--- config.mk ---
export PLATFORM = sky130hd
export DESIGN_NAME = ecc_scrubber
export DESIGN_NICKNAME = d
export VERILOG_FILES = /design/src/rtl/ecc_scrubber.sv
export SDC_FILE = /design/constraint.sdc
export NUM_CORES = 1
export LEC_CHECK = 0
export ABC_AREA = 1
export BUFFER_PORTS_ARGS = -buffer_cell sky130_fd_sc_hd__buf_2
export CORE_MARGIN = 5
export CORE_UTILIZATION = 55
export CTS_CLUSTER_SIZE = 28
export DETAILED_ROUTE_END_ITERATION = 7
export PLACE_DENSITY = 0.82
export SLEW_MARGIN = 20
export SYNTH_ARGS = -nofsm -noshare
export SYNTH_HDL_FRONTEND = slang
export SYNTH_SLANG_ARGS = --single-unit
--- constraint.sdc ---
create_clock -name clk -period 2.8 [get_ports clk]
set_clock_uncertainty 0.1 [all_clocks]
set_input_delay 0.56 -clock clk [delete_from_list [all_inputs] [get_ports clk]]
set_output_delay 0.56 -clock clk [all_outputs]
set_load 0.02 [all_outputs]
--- src/rtl/ecc_scrubber.sv ---
// ecc_scrubber: background scrub controller for ECC-protected memory words.
// Walks the array one word per interval. Each word is read with its error
// flag, and a word that flags an error gets its voted value written back,
// which restores the redundant copies. The scrubber uses the memory port
// only in cycles where cpu_busy is low.
// Optional macro SCRUB_ERR_LOG_EN adds the last_err_addr and err_sticky
// outputs, which record the most recent corrected address.
module ecc_scrubber #(
    parameter int DATA_W   = 20,
    parameter int ADDR_W   = 8,
    parameter int DEPTH    = 256,
    parameter int INTERVAL = 1024,
    parameter int CNT_W    = 16
) (
    input  logic              clk,
    input  logic              rst,
    input  logic              enable,
    input  logic              cpu_busy,
    input  logic [DATA_W-1:0] mem_rdata,
    input  logic              mem_err,
    output logic              scrub_active,
    output logic [ADDR_W-1:0] mem_addr,
    output logic              mem_we,
    output logic [DATA_W-1:0] mem_wdata,
    output logic [CNT_W-1:0]  err_count,
    output logic              pass_done
`ifdef SCRUB_ERR_LOG_EN
    ,
    output logic [ADDR_W-1:0] last_err_addr,
    output logic              err_sticky
`endif
);

    localparam int TMR_W = (INTERVAL > 2) ? $clog2(INTERVAL) : 1;
    localparam logic [TMR_W-1:0]  TMR_MAX   = TMR_W'(INTERVAL - 1);
    localparam logic [ADDR_W-1:0] LAST_ADDR = ADDR_W'(DEPTH - 1);
    localparam logic [CNT_W-1:0]  CNT_MAX   = '1;

    typedef enum logic [2:0] {
        IDLE,
        REQ,
        READ,
        WRITE,
        NEXT
    } state_t;

    state_t             state;
    logic [TMR_W-1:0]   interval_cnt;
    logic [ADDR_W-1:0]  addr;
    logic [DATA_W-1:0]  capture;
    logic               start_scrub;

    // A scrub starts once the interval has fully elapsed while idle.
    assign start_scrub  = (state == IDLE) && enable && (interval_cnt == TMR_MAX);

    // The CPU always wins the port, so ownership drops the moment it is busy.
    assign scrub_active = ((state == READ) || (state == WRITE)) && !cpu_busy;
    assign mem_we       = (state == WRITE) && !cpu_busy;
    assign mem_addr     = addr;
    assign mem_wdata    = capture;

    // Interval timer: held at zero while disabled, restarted when a scrub begins.
    always_ff @(posedge clk or posedge rst) begin
        if (rst) begin
            interval_cnt <= '0;
        end else if (!enable) begin
            interval_cnt <= '0;
        end else if (start_scrub) begin
            interval_cnt <= '0;
        end else if (interval_cnt != TMR_MAX) begin
            interval_cnt <= interval_cnt + 1'b1;
        end
    end

    // Scrub sequencer: request, read, optional writeback, then advance the pointer.
    always_ff @(posedge clk or posedge rst) begin
        if (rst) begin
            state     <= IDLE;
            addr      <= '0;
            capture   <= '0;
            err_count <= '0;
            pass_done <= 1'b0;
        end else begin
            pass_done <= 1'b0;
            case (state)
                IDLE: begin
                    if (start_scrub) begin
                        state <= REQ;
                    end
                end
                REQ: begin
                    if (!enable) begin
                        state <= IDLE;
                    end else if (!cpu_busy) begin
                        state <= READ;
                    end
                end
                READ: begin
                    if (cpu_busy) begin
                        state <= REQ;
                    end else begin
                        capture <= mem_rdata;
                        if (mem_err) begin
                            state <= WRITE;
                        end else begin
                            state     <= NEXT;
                            pass_done <= (addr == LAST_ADDR);
                        end
                    end
                end
                WRITE: begin
                    if (cpu_busy) begin
                        state <= REQ;
                    end else begin
                        if (err_count != CNT_MAX) begin
                            err_count <= err_count + 1'b1;
                        end
                        state     <= NEXT;
                        pass_done <= (addr == LAST_ADDR);
                    end
                end
                NEXT: begin
                    addr  <= (addr == LAST_ADDR) ? '0 : addr + 1'b1;
                    state <= IDLE;
                end
                default: begin
                    state <= IDLE;
                end
            endcase
        end
    end

`ifdef SCRUB_ERR_LOG_EN
    // Error log: remembers where the most recent successful correction happened.
    always_ff @(posedge clk or posedge rst) begin
        if (rst) begin
            last_err_addr <= '0;
            err_sticky    <= 1'b0;
        end else if (mem_we) begin
            last_err_addr <= addr;
            err_sticky    <= 1'b1;
        end
    end
`endif

endmodule

# Yosys cells after proc, flatten, opt, wreduce, memory -nomap -nowiden
# Index checks and enable logic that the tools add are counted.
# totals
inputBits	25
out_inout_bits	47
ff_bits	58
wordCells	46
# op_classes
muxes	15
n_reduce_logical	10
eq_ne	11
bitwise	1
add_sub_neg	3
# op_table
op	count
$mux 10	3
$mux 3	6
$add 16x1->16 const B	1
$ne 16x16->1 const B	1
$pmux 3 s4	1
$add 10x1->10 const B	1
$eq 10x10->1 const B	1
$ne 10x10->1 const B	1
$add 8x1->8 const B	1
$eq 8x8->1 const B	1
$mux 8	1
$eq 3x2->1 const B	2
$logic_and 1x1->1	4
$reduce_and 2->1	2
$eq 3x1->1 const B	1
$eq 3x3->1 const B	1
$logic_not 3->1	1
$mux 1	3
$ne 3x1->1 const B	1
$ne 3x3->1 const B	1
$reduce_and 3->1	1
$ne 2x2->1 const B	1
$pmux 1 s2	1
$logic_not 1->1	1
other kinds (2)	2

# Depth between registers and ports, before layout
# Gate-level depths: netlist (run 1).
# logic_depth
ltp_word	5
depth_mapped	9
mapped_depth_nobuf	8

# Worst setup path after synthesis (run 1)
# Ideal clock, no wire load.
# synth_timing
kind	reg2reg
startpoint	register err_count[0]
endpoint	register err_count[3]
setup_ns	0.065
setup_slack_ns	1.045
t_required_ns	2.635
synth_period_minus_slack_ns	1.755
stages_incl_launch_ff	9
t_arrival_ns	1.590
path_cell_list	dfrtp_1 > ha_1 > nand3_2 > nor2_8 > nand2_4 > o21ai_4 > buf_6 > nand2_1 > nand2_1
# synth_between
elab_chain_cells	2
word_cells_on_any_way	3
classes_between	add/sub (1); eq/ne (1); reduce/logical (1)
# synth_rtl
item	line_no	rtl
start: declaration	25	output logic [CNT_W-1:0] err_count,
start signal: assignment	116	err_count <= err_count + 1'b1;
parallel branches: the longest is 2 deep, another holds $add 16x1->16	n/a	
# Several ways; the timed one is not identified.
# A chain may end at the register's enable or synchronous reset.

# Final worst setup path (run 1)
# layout_timing
startpoint	register state[2]
endpoint	output port mem_we
# layout_between
elab_chain_cells	2
# layout_rtl
item	line_no	rtl
start: declaration	47	state_t state;
start signal: assignment	78	state <= IDLE;
start signal: assignment	88	state <= REQ;
start signal: assignment	93	state <= IDLE;
$eq 3x2->1	58	assign mem_we = (state == WRITE) && !cpu_busy;
$logic_and 1x1->1	58	
end: declaration	23	output logic mem_we,
# Every way passes these cells.

==> results of run 1 <==
==> logic make-up after synthesis <==
group,synth area share (%)
flops,49.8
xor+xnor,3.90
compound gates,4.08
simple gates,35.7
fa+ha+maj,1.29
buf+inv,5.23
==> cell usage after synthesis, drive strengths merged <==
cell type  number  share of area, %
o21bai          2              0.51
nand3b          4               1.0
xnor2           9               2.7
nor4            1              0.21
buf             4              0.99
a211oi          1              0.26
a21oi           5              0.86
nand3          21               3.8
or2             2              0.43
o21ai          12               2.4
xor2            4               1.2
nand4           5               1.1
clkbuf          3              0.39
ha              3               1.3
dfrtp          58                50
nor3            4              0.69
nand2         172                22
nor2           40               6.0
inv            30               3.9
==> layer usage <==
metal	routed length, microns	up-vias	track usage (%)	share of wire [%]
met5	0	-	0	0
met4	118	0	7.73	1.8
met1	2850	1244	24.5	44
li1	-	1337	-	-
met2	3130	83	32.7	48
met3	410	17	6.83	6.3
==> cells in the final DEF (no fill, tap or decap), types with 2 or more instances in the layout <==
master and n:
nand2_1 170, buf_2 71, dfrtp_1 58, nor2_1 37, inv_1 28, nand3_1 20
o21ai_0 11, xnor2_1 9, clkbuf_8 9, clkinv_2 6, a21oi_1 5, nand4_1 5
nor3_1 4, nand3b_1 4, xor2_1 4, ha_1 3, buf_4 3, inv_2 2
o21bai_1 2, or2_2 2
==> registers in the layout (all words and copies together), names as in the netlist <==
name	flops
mem_wdata	20
pass_done	1
mem_addr	8
interval_cnt	10
state	3
err_count	16
==> power by group through the flow <==
| stage | Sequential, mW | Combinational, mW | Clock (mW) |
|---|---|---|---|
| floorplan | 0.859 | 0.0236 | 0 |
| global placement | 0.859 | 0.0481 | 0 |
| detailed placement | 0.860 | 0.0496 | 0 |
| CTS | 0.844 | 0.0499 | 0.746 |
| global route | 0.844 | 0.0570 | 0.786 |
| finish | 0.844 | 0.0485 | 0.731 |
==> path summary, 6_finish.rpt <==
kind | from | to | slack [ns] | cells after the start
max | state[2] | mem_we | 0.76 | 4
min | rst | mem_wdata[19] | 0.19 | 2
max reg2reg | interval_cnt[0] | interval_cnt[9] | 0.80 | 6
min reg2reg | mem_wdata[9] | mem_wdata[9] | 0.37 | 2
max in group asynchronous | rst | err_count[13] | 1.76 | 3
min in group clk | mem_rdata[1] | mem_wdata[1] | 0.32 | 3
==> final cells by class <==
| class | count | area (sq um) | share of cell area [%] |
|---|---|---|---|
| Tap cell | 70 | 87.6 | 2.48 |
| Inverter | 30 | 113 | 3.19 |
| Timing Repair Buffer | 74 | 378 | 10.7 |
| Clock buffer | 9 | 124 | 3.51 |
| Multi-Input combinational cell | 285 | 1310 | 37.2 |
| Clock inverter | 7 | 60.1 | 1.70 |
| Sequential cell | 58 | 1450 | 41.2 |
==> stage by stage <==
step                      instance area, sq um  worst slack (ns)  instances  util [%]
after global placement                    3340             0.956        517      65.0
after global routing                      3530             0.531        533      68.6
final                                     3530             0.758        533      68.6
after detailed placement                  3340             0.813        517      65.0
after CTS                                 3530             0.735        533      68.6
after floorplan                           2920             0.712        380         -
==> flow_summary_export.csv, run 1 <==
group,metric,value,unit
setup_path,cp.required,2.14,ns
global_routing,first_global_vias,2590,
clock_tree,cts_resized,0,
run,cap_violations,0,
clock_tree,root_buffer,"clkbuf_8",
finish,syn2layout_area_growth,20.9,%
synth,ys_types,29,
global_routing,grt_max_degree,31,
global_routing,grt_pass1_wl,11.4,mm
timing,hold_ws,0.187,ns
floorplanning,die_w,82.8,microns
power,power_frac_clock,45.0,%
clock_tree,hold_buffers,0,
timing,fin_setup_tns,0,ns
setup_path,endpoint_kind,"output port",
power,power.internal,1.26,mW
timing,hold_viol,0,
floorplanning,start_util,56.7,%
timing,slew_headroom,57.7,%
synth,syn-cell-area,0.00292,sq mm
setup_path,crit_chain,"nor2_1 -> nand2_2 -> nor2_4 -> buf_2",
power,sw_frac_of_total,22.4,%
detailed_routing,drtIter0Drc,172,
placed_design,place_hpwl,4.70,mm
timing,max_freq,490,MHz
clock_tree,clkLatencyLatePin,0.33,ns
finish,nets,486,
setup_path,worstPathArrival,1.38,ns
finish,diodes,0,
placed_design,gp_congestion,0.832,
min_path,min_path_type,"primary input to async pin",
finish,fillers,440,
clock_tree,cts_buffer_depth,2,
clock_tree,cts_buffers,9,
floorplanning,core,0.00514,sq mm
power,leakagePower,2.01,nW
detailed_routing,drt_pre_antenna_iters,5,
setup_path,critPathLaunchType,"register",
timing,setup_viol,0,
detailed_routing,viasPerCell,5.03,
clock_tree,cts_tree,"yes",
setup_path,cp_top_family,"simple AND/OR/NAND/NOR gates",
clock_tree,htreeDepth,3,
status,status,"finished, final reports clean",
setup_path,critical_path.max_stage_delay,0.42,ns
synth,syn_area_per_cell,7.68,sq um
power,comb_power_share,3.0,%
timing,worst_slew_pin_slew,0.628,ns
clock_tree,cts.sinks,58,
floorplanning,io_pins,72,
power,power.density,461,mW/mm^2
detailed_routing,drc,0,
placed_design,portBuffers,71,
global_routing,grt.total_usage,20.0,%
detailed_routing,vias,2681,
global_routing,antenna_found_initial,0,
floorplanning,fp-row-count,26,
detailed_routing,post_drt_wl_per_cell,12.2,microns
synth,synth.net_count,408,
setup_path,cp_slowest_cell,"dfrtp_1",
floorplanning,die_h,82.8,microns
power,p_switching,363,uW
setup_path,crit_type,"register to output port",
timing,rsz0062_at_grt,"no",
clock_tree,post_cts_buffers,0,
power,finalPower,1.62,mW
timing,period_needed,2.04,ns
setup_path,critPathMaxFanout,5,
timing,slew_viol_final,0,
setup_path,path_buf_inv,1,
power,pwr-share-seq,52.0,%
detailed_routing,antenna_left,0,
synth,synth_warnings,0,
clock_tree,clkTransAtPathRegs,0.06,ns
synth,synth_cells,380,
floorplanning,dieArea,0.00686,sq mm
detailed_routing,routed_wl,6.51,mm
global_routing,grt_overflow,0,
timing,period_share,72.9,%
finish,final_layout_size_suffix_gt1_share,21.8,%
power,ir_worst_vdd,0.000382,V
synth,ys_seq_area_share,49.8,%
synth,ys_ff_latch,58,
Note: power is estimated with default switching activity, not from simulation.
==> inputs of run 2 (changes only) <==
--- a/config.mk
+++ b/config.mk
@@ -8,10 +8,10 @@
 export ABC_AREA = 1
 export BUFFER_PORTS_ARGS = -buffer_cell sky130_fd_sc_hd__buf_2
 export CORE_MARGIN = 5
-export CORE_UTILIZATION = 55
+export CORE_UTILIZATION = 48
 export CTS_CLUSTER_SIZE = 28
 export DETAILED_ROUTE_END_ITERATION = 7
-export PLACE_DENSITY = 0.82
+export PLACE_DENSITY = 0.76
 export SLEW_MARGIN = 20
 export SYNTH_ARGS = -nofsm -noshare
 export SYNTH_HDL_FRONTEND = slang
==> constraint.sdc (replaced) <==
create_clock -name clk -period 1.8 [get_ports clk]
set_clock_uncertainty 0.1 [all_clocks]
set_input_delay 0.36 -clock clk [delete_from_list [all_inputs] [get_ports clk]]
set_output_delay 0.36 -clock clk [all_outputs]
set_load 0.02 [all_outputs]
==> flow_summary_export.csv, run 2 (synthesis gave the netlist of run 1 again) <==
group,metric,value,unit
finish,nets,497,
global_routing,grt_overflow,0,
clock_tree,cts.sinks,58,
placed_design,portBuffers,71,
global_routing,grt_pass1_wl,11.0,mm
global_routing,use_met2,28.7,%
floorplanning,fp-row-count,28,
finish,fillers,527,
finish,layout_commonest_cell,"nand2_1",
setup_path,crit_type,"register to output port",
power,leakagePower,2.05,nW
detailed_routing,antenna_left,0,
clock_tree,hold_buffers,0,
global_routing,grt.total_usage,17.8,%
power,ir_worst_vdd,0.000439,V
setup_path,critPathMaxFanout,5,
global_routing,gr-usage-met1,23.7,%
setup_path,worstPathArrival,1.25,ns
status,status,"finished, final reports clean",
floorplanning,io_pins,72,
run,cap_violations,0,
detailed_routing,routed_wl,6.65,mm
placed_design,gp_congestion,0.821,
detailed_routing,post_drt_wl_per_cell,12.1,microns
clock_tree,htreeDepth,3,
setup_path,reg2reg_from,"interval_cnt[0]",
timing,hold_viol,0,
global_routing,first_global_vias,2580,
clock_tree,cts_tree,"yes",
placed_design,place_hpwl,4.83,mm
setup_path,critPathLaunchType,"register",
setup_path,r2r-end,"interval_cnt[8]",
finish,diodes,0,
finish,final_layout_size_suffix_gt1_share,24.1,%
floorplanning,core,0.00592,sq mm
placed_design,placed_area,0.00340,sq mm
detailed_routing,vias,2682,
clock_tree,cts_buffers,9,
finish,mostFrequentLayoutCells,"nand2_1, buf_2, dfrtp_1",
timing,setup_viol,0,
timing,period_share,94.8,%
floorplanning,dieArea,0.00774,sq mm
setup_path,cp.required,1.34,ns
finish,syn2layout_area_growth,24.2,%
min_path,min_path_type,"primary input to async pin",
timing,fin_setup_tns,0,ns
timing,slew_viol_final,0,
timing,slew_headroom,60.6,%
timing,period_needed,1.71,ns
global_routing,antenna_found_initial,0,
global_routing,grt_max_degree,33,
power,power.density,670,mW/mm^2
floorplanning,start_util,49.3,%
detailed_routing,drc,0,
clock_tree,clkLatencyLatePin,0.32,ns
timing,worst_slew_pin_slew,0.590,ns
setup_path,reg2reg_slack,0.14,ns
clock_tree,clkTransAtPathRegs,0.07,ns
detailed_routing,viasPerCell,4.89,
floorplanning,die_w,88.0,microns
global_routing,grtUsageMet3,3.01,%
setup_path,ff2ff_path_depth,7,
detailed_routing,drt_pre_antenna_iters,4,
timing,max_freq,586,MHz
global_routing,top_usage_layer,"met2",
setup_path,endpoint_kind,"output port",
clock_tree,root_buffer,"clkbuf_8",
finish,design_area,0.00362,sq mm
finish,largest_reg_flops,20,
detailed_routing,drtIter0Drc,151,
clock_tree,cts_buffer_depth,2,
floorplanning,die_h,88.0,microns
## run 2: cell count changes in the layout (fill, tap and decap cells not counted), sizes merged
cell / before / now
buf: 74 / 85
clkinv: 6 / 3
clkinvlp: 0 / 3
clkbuf: 9 / 11
bufinv: 1 / 0
inv: 30 / 29
## run 2: timing repair
action,CTS,global route
buffers inserted,2,2
endpoints found under the hold margin,0,0
resized for setup,2,3
pin swaps,1,2
endpoints found under the setup margin,1,26
## run 2: area by class of cell
cell class / instances / area (sq um) / share of cell area, %
clock buffer: 11 / 141 / 3.90
tap: 75 / 93.8 / 2.59
timing repair buffer: 85 / 463 / 12.8
inverter: 30 / 116 / 3.21
sequential: 58 / 1450 / 40.1
clock inverter: 5 / 30.0 / 0.829
multi-input combinational: 285 / 1330 / 36.6
## run 2: worst max path at each step
stage                          startpoint              end  slack [ns]  cells after the start
after CTS                    err_count[0]     err_count[0]       0.005                      8
after floorplan              err_count[0]     err_count[3]        0.04                      8
after global routing      interval_cnt[0]  interval_cnt[5]       -0.01                      7
after detailed placement     err_count[0]     err_count[1]        0.03                      8
after global placement           state[2]     err_count[1]        0.08                      7
final                            state[1]           mem_we        0.09                      5
## run 2: power breakdown
part / switching, mW / internal [mW]
registers: 0.00500 / 1.31
clock network: 0.505 / 0.530
logic: 0.0467 / 0.0308
total: 0.556 / 1.87
## run 2: per-stage QoR
stage                     hold WS, ns  utilization, %  setup WS, ns  total power [mW]  instances
after floorplan                 0.353               -        0.0449              1.37        380
after global routing           0.0582            61.2       -0.0123              2.53        549
after detailed placement        0.355            57.5        0.0257              1.42        529
final                          0.0193            61.2        0.0936              2.43        549
after global placement          0.350            57.5        0.0817              1.41        529
after CTS                      0.0263            60.7       0.00493              2.45        547
## run 2: worst max-delay path, cell delays in order, from the launching register on
cell and delay (ns):
dfrtp_1 0.40, inv_2 0.06, nor2_2 0.11, nand2_2 0.11
nor2_4 0.10, buf_4 0.14
## run 2: layer usage
metal  share of wire [%]  up-vias
met5                   0        -
met4                 1.4        0
met2                  48       76
met3                 4.8        8
li1                    -     1357
met1                  46     1241
